[src/rtl/axi_ctrl_pkg.sv]
// Shared types and default widths for the AXI4 burst slave controller.
// Optional feature macro: AXI_RANGE_CHECK_EN (see axi_burst_addr_gen).
package axi_ctrl_pkg;
  localparam int DEF_DATA_WIDTH = 32;
  localparam int DEF_ADDR_WIDTH = 12;
  localparam int DEF_MEM_DEPTH  = 1024;

  typedef enum logic [1:0] {
    OKAY   = 2'b00,
    SLVERR = 2'b10
  } resp_t;

  typedef enum logic [2:0] {
    IDLE,
    WR_DATA,
    WR_RESP,
    RD_ISSUE,
    RD_DATA
  } state_t;
endpackage

[src/rtl/axi_burst_addr_gen.sv]
// Burst address generator: start word, LEN and beat counter -> memory word address.
// With AXI_RANGE_CHECK_EN, flags bursts whose last word lies past MEM_DEPTH-1.
module axi_burst_addr_gen
  import axi_ctrl_pkg::*;
#(
  parameter int ADDR_WIDTH = DEF_ADDR_WIDTH,
  parameter int MEM_DEPTH  = DEF_MEM_DEPTH,
  parameter int MEM_AW     = $clog2(MEM_DEPTH)
) (
  input  logic                  clk,
  input  logic                  rst,
  input  logic                  load,
  input  logic [ADDR_WIDTH-3:0] word,
  input  logic [7:0]            len,
  input  logic                  inc,
  output logic [MEM_AW-1:0]     mem_addr,
  output logic                  last,
  output logic                  range_err
);
  localparam int WW = ADDR_WIDTH - 2;

  logic [WW-1:0] start;
  logic [7:0]    len_q;
  logic [7:0]    beat;
  logic          err_q;
  logic          load_err;

`ifdef AXI_RANGE_CHECK_EN
  localparam int SW = ((WW > MEM_AW) ? WW : MEM_AW) + 9;
  logic [SW-1:0] end_word;
  assign end_word = SW'(word) + SW'(len);
  assign load_err = end_word > SW'(MEM_DEPTH - 1);
`else
  assign load_err = 1'b0;
`endif

  always_ff @(posedge clk) begin
    if (rst) begin
      start <= '0;
      len_q <= '0;
      beat  <= '0;
      err_q <= 1'b0;
    end else if (load) begin
      start <= word;
      len_q <= len;
      beat  <= '0;
      err_q <= load_err;
    end else if (inc) begin
      beat <= beat + 8'd1;
    end
  end

  // Truncation to MEM_AW gives the modulo-depth wrap when range checking is off.
  assign mem_addr  = MEM_AW'(start) + MEM_AW'(beat);
  assign last      = (beat == len_q);
  assign range_err = err_q;
endmodule

[src/rtl/axi4_slave_ctrl.sv]
// AXI4 INCR-burst slave bridging to a single-port synchronous memory, one burst in flight.
// Optional feature macro: AXI_RANGE_CHECK_EN (out-of-range bursts -> SLVERR, no memory access).
module axi4_slave_ctrl
  import axi_ctrl_pkg::*;
#(
  parameter int DATA_WIDTH = DEF_DATA_WIDTH,
  parameter int ADDR_WIDTH = DEF_ADDR_WIDTH,
  parameter int MEM_DEPTH  = DEF_MEM_DEPTH,
  parameter int MEM_AW     = $clog2(MEM_DEPTH)
) (
  input  logic                  ACLK,
  input  logic                  ARESET,
  input  logic [ADDR_WIDTH-1:0] AWADDR,
  input  logic [7:0]            AWLEN,
  input  logic                  AWVALID,
  output logic                  AWREADY,
  input  logic [DATA_WIDTH-1:0] WDATA,
  input  logic                  WVALID,
  input  logic                  WLAST,
  output logic                  WREADY,
  output logic [1:0]            BRESP,
  output logic                  BVALID,
  input  logic                  BREADY,
  input  logic [ADDR_WIDTH-1:0] ARADDR,
  input  logic [7:0]            ARLEN,
  input  logic                  ARVALID,
  output logic                  ARREADY,
  output logic [DATA_WIDTH-1:0] RDATA,
  output logic [1:0]            RRESP,
  output logic                  RLAST,
  output logic                  RVALID,
  input  logic                  RREADY,
  output logic                  mem_en,
  output logic                  mem_we,
  output logic [MEM_AW-1:0]     mem_addr,
  output logic [DATA_WIDTH-1:0] mem_wdata,
  input  logic [DATA_WIDTH-1:0] mem_rdata
);
  state_t                state;
  resp_t                 bresp_q;
  logic                  wr_err;
  logic                  ld_wr, ld_rd, wr_beat, rd_hs;
  logic                  last, rng;
  logic [MEM_AW-1:0]     gen_addr;
  logic [ADDR_WIDTH-3:0] ld_word;
  logic [7:0]            ld_len;
  logic                  unused_lsbs;

  assign unused_lsbs = ^{AWADDR[1:0], ARADDR[1:0]};

  // Writes win a simultaneous AW/AR request.
  assign ld_wr   = (state == IDLE) & AWVALID;
  assign ld_rd   = (state == IDLE) & ~AWVALID & ARVALID;
  assign ld_word = AWVALID ? AWADDR[ADDR_WIDTH-1:2] : ARADDR[ADDR_WIDTH-1:2];
  assign ld_len  = AWVALID ? AWLEN : ARLEN;
  assign wr_beat = (state == WR_DATA) & WVALID;
  assign rd_hs   = (state == RD_DATA) & RREADY;

  axi_burst_addr_gen #(
    .ADDR_WIDTH(ADDR_WIDTH),
    .MEM_DEPTH (MEM_DEPTH),
    .MEM_AW    (MEM_AW)
  ) u_addr_gen (
    .clk      (ACLK),
    .rst      (ARESET),
    .load     (ld_wr | ld_rd),
    .word     (ld_word),
    .len      (ld_len),
    .inc      (wr_beat | rd_hs),
    .mem_addr (gen_addr),
    .last     (last),
    .range_err(rng)
  );

  always_ff @(posedge ACLK) begin
    if (ARESET) begin
      state   <= IDLE;
      wr_err  <= 1'b0;
      bresp_q <= OKAY;
    end else begin
      case (state)
        IDLE: begin
          wr_err <= 1'b0;
          if (AWVALID)      state <= WR_DATA;
          else if (ARVALID) state <= RD_ISSUE;
        end
        WR_DATA: if (WVALID) begin
          // Beat count comes from AWLEN; WLAST is only cross-checked.
          if (WLAST != last) wr_err <= 1'b1;
          if (last) begin
            state   <= WR_RESP;
            bresp_q <= (rng | wr_err | (WLAST != last)) ? SLVERR : OKAY;
          end
        end
        WR_RESP:  if (BREADY) state <= IDLE;
        RD_ISSUE: state <= RD_DATA;
        RD_DATA:  if (RREADY) state <= last ? IDLE : RD_ISSUE;
        default:  state <= IDLE;
      endcase
    end
  end

  assign AWREADY   = (state == IDLE) & ~ARESET;
  assign ARREADY   = (state == IDLE) & ~AWVALID & ~ARESET;
  assign WREADY    = (state == WR_DATA);
  assign BVALID    = (state == WR_RESP);
  assign BRESP     = BVALID ? bresp_q : OKAY;
  assign RVALID    = (state == RD_DATA);
  assign RDATA     = (RVALID & ~rng) ? mem_rdata : '0;
  assign RRESP     = (RVALID & rng) ? SLVERR : OKAY;
  assign RLAST     = RVALID & last;

  // Memory holds mem_rdata while mem_en is low, so a stalled R beat stays stable.
  assign mem_en    = ~ARESET & ~rng & (wr_beat | (state == RD_ISSUE));
  assign mem_we    = ~ARESET & ~rng & wr_beat;
  assign mem_addr  = mem_en ? gen_addr : '0;
  assign mem_wdata = mem_we ? WDATA : '0;
endmodule

[config.mk]
export PLATFORM = sky130hd
export DESIGN_NAME = axi4_slave_ctrl
export DESIGN_NICKNAME = d
export VERILOG_FILES = /design/src/rtl/axi_ctrl_pkg.sv /design/src/rtl/axi_burst_addr_gen.sv /design/src/rtl/axi4_slave_ctrl.sv
export SDC_FILE = /design/constraint.sdc
export NUM_CORES = 1
export LEC_CHECK = 0
export ABC_AREA = 1
export BUFFER_PORTS_ARGS = -buffer_cell sky130_fd_sc_hd__buf_2
export CORE_MARGIN = 5
export CORE_UTILIZATION = 38
export CTS_CLUSTER_SIZE = 20
export DETAILED_ROUTE_END_ITERATION = 16
export PLACE_DENSITY_LB_ADDON = 0.08
export SLEW_MARGIN = 20
export SYNTH_ARGS = -nofsm -noshare
export SYNTH_HDL_FRONTEND = slang
export SYNTH_HIERARCHICAL = 1
export SYNTH_SLANG_ARGS = --single-unit
[constraint.sdc]
create_clock -name ACLK -period 1.8 [get_ports ACLK]
set_input_delay 0.27 -clock ACLK [delete_from_list [all_inputs] [get_ports ACLK]]
set_output_delay 0.27 -clock ACLK [all_outputs]
set_load 0.02 [all_outputs]
==> results.md <==
- RSZ-0062 raised after global routing: yes
- Combinational fraction of design power: 59.4%
- Worst path max stage delay: 0.36 ns
- Num Clock Sinks: 31
- Core area: just over 7000 um2
- Initial antenna violation count: 1
- Fmax: 0.468 GHz
- Slowest-stage cell, CP: dfxtp_2
- Worst-case clock buffer depth: 2
- Crit path launch type: flip-flop
- Vias: 3875
- Status: finished with violations
- DR vias/cell: roughly 4.7
- Hold EP: state[1]
- Pwr Total: 3.83 mW
- Boundary Pins: 198
- Dpl cells: a little over 800
- Crit Reg-Reg Startpoint: state[1]
- Total GRT Usage: 24.8%
- Crit path cell chain: ha_4 > inv_2 > fa_2 > inv_2 > nand3_2 > nand2_2 > nand2_2 > nand2_1 > nand2_1 > nand2_1 > inv_2 > nor2_4 > buf_6
- Hold_sp: BREADY
- Mapped cell area: 2780 um2
- Switching Share: 43.9%
- Antenna Cells: 0
- Pins Over Slew Limit: 0
- Max FO, Critical Path: 2
- Final hold vios: 0
- Setup CP Type: reg2out
- Register area share after synthesis: between 20 and 25%
- Routed length per placed instance: 14.8 um
- Final core utilization: 72.6%
- Worst EP arrival: 1.87 ns
- Violated checks: setup timing
- Commonest non-fill, non-tap cell in the layout: buf_2
- Share of cells above drive strength 1: 49.5%
- Syn_area_per_cell: 5.50 um2
- Root buffer cell: clkbuf_8
- Largest net degree at the start of global routing: 33
- Total Wirelength: 12300 um
- R2R cell count: 12
- Global route total overflow: 0
- Reg2Reg Setup Slack: 0.12 ns
- Power per cell area: 736 nW/um2
- Placement Cell Area: 4000 um2
- Max_cap viols: 0
- Routed length on met1: about 4300 um
- Clock Latency Late Sink: about 0.27 ns
- Final Cell Area: 5210 um2
- Port bufs: 190
- Clock Power Share: 14.2%
- Sequential share of power: approximately a quarter
- Buf/Inv on CP: 4
- Finish-stage setup viols: 41
- Starting Density: 38.8%
- Die width: 95.6 um
- Final GP Congestion: 0.919
- Synth Instances: 506
- DR iter-0 viols: approximately 160
- Fin crit share: 119%
- Area delta synth->final: 87.1%
- Worst vdd ir: 0.719 mV
- # rows: 31
- Yosys reg bits: 31
- Top delay family on crit path: adder cells
- Die footprint: 9130 um2
- Top sig layer: met5
- DP HPWL: 7980 um
- Sw power: about 1.7 mW
- Worst R2R End: u_addr_gen/beat[6]
- Final setup skew: ~0.0065 ns
- Hold Buf Count CTS: 0
- Die height: 95.6 um
- Leak pwr: 2.87 nW
- Req. time, crit path: 1.53 ns
- Fin worst setup slack: -0.339 ns
- WHS Path Cells: 4
- Pre-Repair DR Iteration Count: 6
- Crit end category: primary output
- CTS clk-pin slew, worst paths: 0.07 ns
- Nets@finish: between 800 and 900
- H-Tree Depth: 2
- Vias in the first global route: 3603
- First-pass GRT wire length: 17900 um
- Cell Count, Final, Fillers Out: 833
- CTS tree: yes
- Min Tclk post-route: 2.14 ns
- Routed met3 length: between 1000 and 1500 um
- Internal power: 2.15 mW
- CTS buffer count: 5
- Post-route ant nets: 0
- Min-Delay Path Class: in2reg
- Most frequent cells in the layout: buf_2 (127), nand2_1 (121), inv_1 (108)
- DRC: 0
- Met2 wire length: 6190 um
- Yosys warns: 6
- Netlist cell types: 29
- Setup WS pre-CTS: -0.128 ns
Yosys cell counts, drive strengths merged:
cell    instances  share of area [%]
ha              9                4.0
a21boi          1               0.27
nand2         132                 18
fa              1               0.72
a21oi          28                5.0
or2             1               0.22
xor2            3               0.94
nand3          17                3.2
nand4           7                1.6
nor2          113                 17
o21a            1               0.27
xnor2          10                3.1
inv           117                 16
clkbuf          2               0.27
dfxtp          31                 22
a211oi          3               0.81
nor3            5                1.1
buf            18                4.6
conb            2               0.27
o21ai           5               0.90
per-layer routing:
layer | global-route usage, % | vias up
met1 | 25.8 | 1695
met3 | 7.89 | 54
li1 | - | 1932
met5 | 0 | -
met4 | 15.3 | 2
met2 | 42.8 | 192
cell type report:
class | instances | area [um2]
well taps | 99 | 124
fillers | 559 | 1970
inverters | 117 | 460
clock inverters | 3 | 22.5
flip-flops and latches | 31 | 659
multi-input cells | 339 | 2140
clock buffers | 5 | 68.8
repair inverters | 3 | 60.1
repair buffers | 236 | 1670
sequential cells by signal, indices dropped and copies added (netlist names):
| name | cells |
|---|---|
| u_addr_gen/beat | 8 |
| state | 3 |
| u_addr_gen/start | 10 |
| wr_err | 1 |
| bresp_q | 1 |
| u_addr_gen/len_q | 8 |
stage by stage:
stage / TNS, ns / hold WS, ns
floorplan: -0.0116 / 0.339
global placement: -0.225 / 0.457
detailed placement: -0.264 / 0.466
CTS: -3.55 / 0.287
global route: -6.05 / 0.351
finish: -2.54 / 0.326
timing repair:
action / 4_1_cts / 5_1_grt
gates cloned: 3 / 2
gates resized for setup: 202 / 70
buffers inserted: 10 / 6
pin swaps: 22 / 23
setup endpoints to repair: 49 / 77
worst max-delay path by stage:
stage / cells after the start / startpoint / slack, ns / endpoint
finish: 13 / u_addr_gen/start[0] / -0.34 / mem_addr[8]
global route: 13 / u_addr_gen/start[0] / -0.48 / mem_addr[8]
CTS: 13 / u_addr_gen/beat[0] / -0.31 / mem_addr[8]
detailed placement: 13 / u_addr_gen/start[0] / -0.13 / mem_addr[8]
global placement: 13 / u_addr_gen/start[0] / -0.12 / mem_addr[8]
floorplan: 12 / u_addr_gen/beat[0] / -0.01 / mem_addr[8]
logic make-up after synthesis:
family | after synthesis | synth area share, %
other cells | 2 | 0.270
simple gates | 275 | 40.6
buf+inv | 137 | 20.6
flops | 31 | 22.3
fa+ha+maj | 10 | 4.77
compound gates | 38 | 7.28
xor+xnor | 13 | 4.09
power groups by stage:
stage | Clock (mW) | Sequential (mW) | Combinational, mW
3_3_place_gp | 0 | 0.954 | 1.71
2_1_floorplan | 0 | 0.938 | 1.16
6_report | 0.544 | 1.01 | 2.28
3_5_place_dp | 0 | 0.958 | 1.72
5_1_grt | 0.589 | 1.02 | 2.49
4_1_cts | 0.559 | 0.979 | 2.02
worst reg2reg max path, delay by kind of cell (launching register included):
kind / cells / cell delay [ns]
compound gates: 1 / 0.08
buf+inv: 4 / 0.38
flops: 1 / 0.36
simple gates: 7 / 0.75
Power figures use the tool's default switching activity.
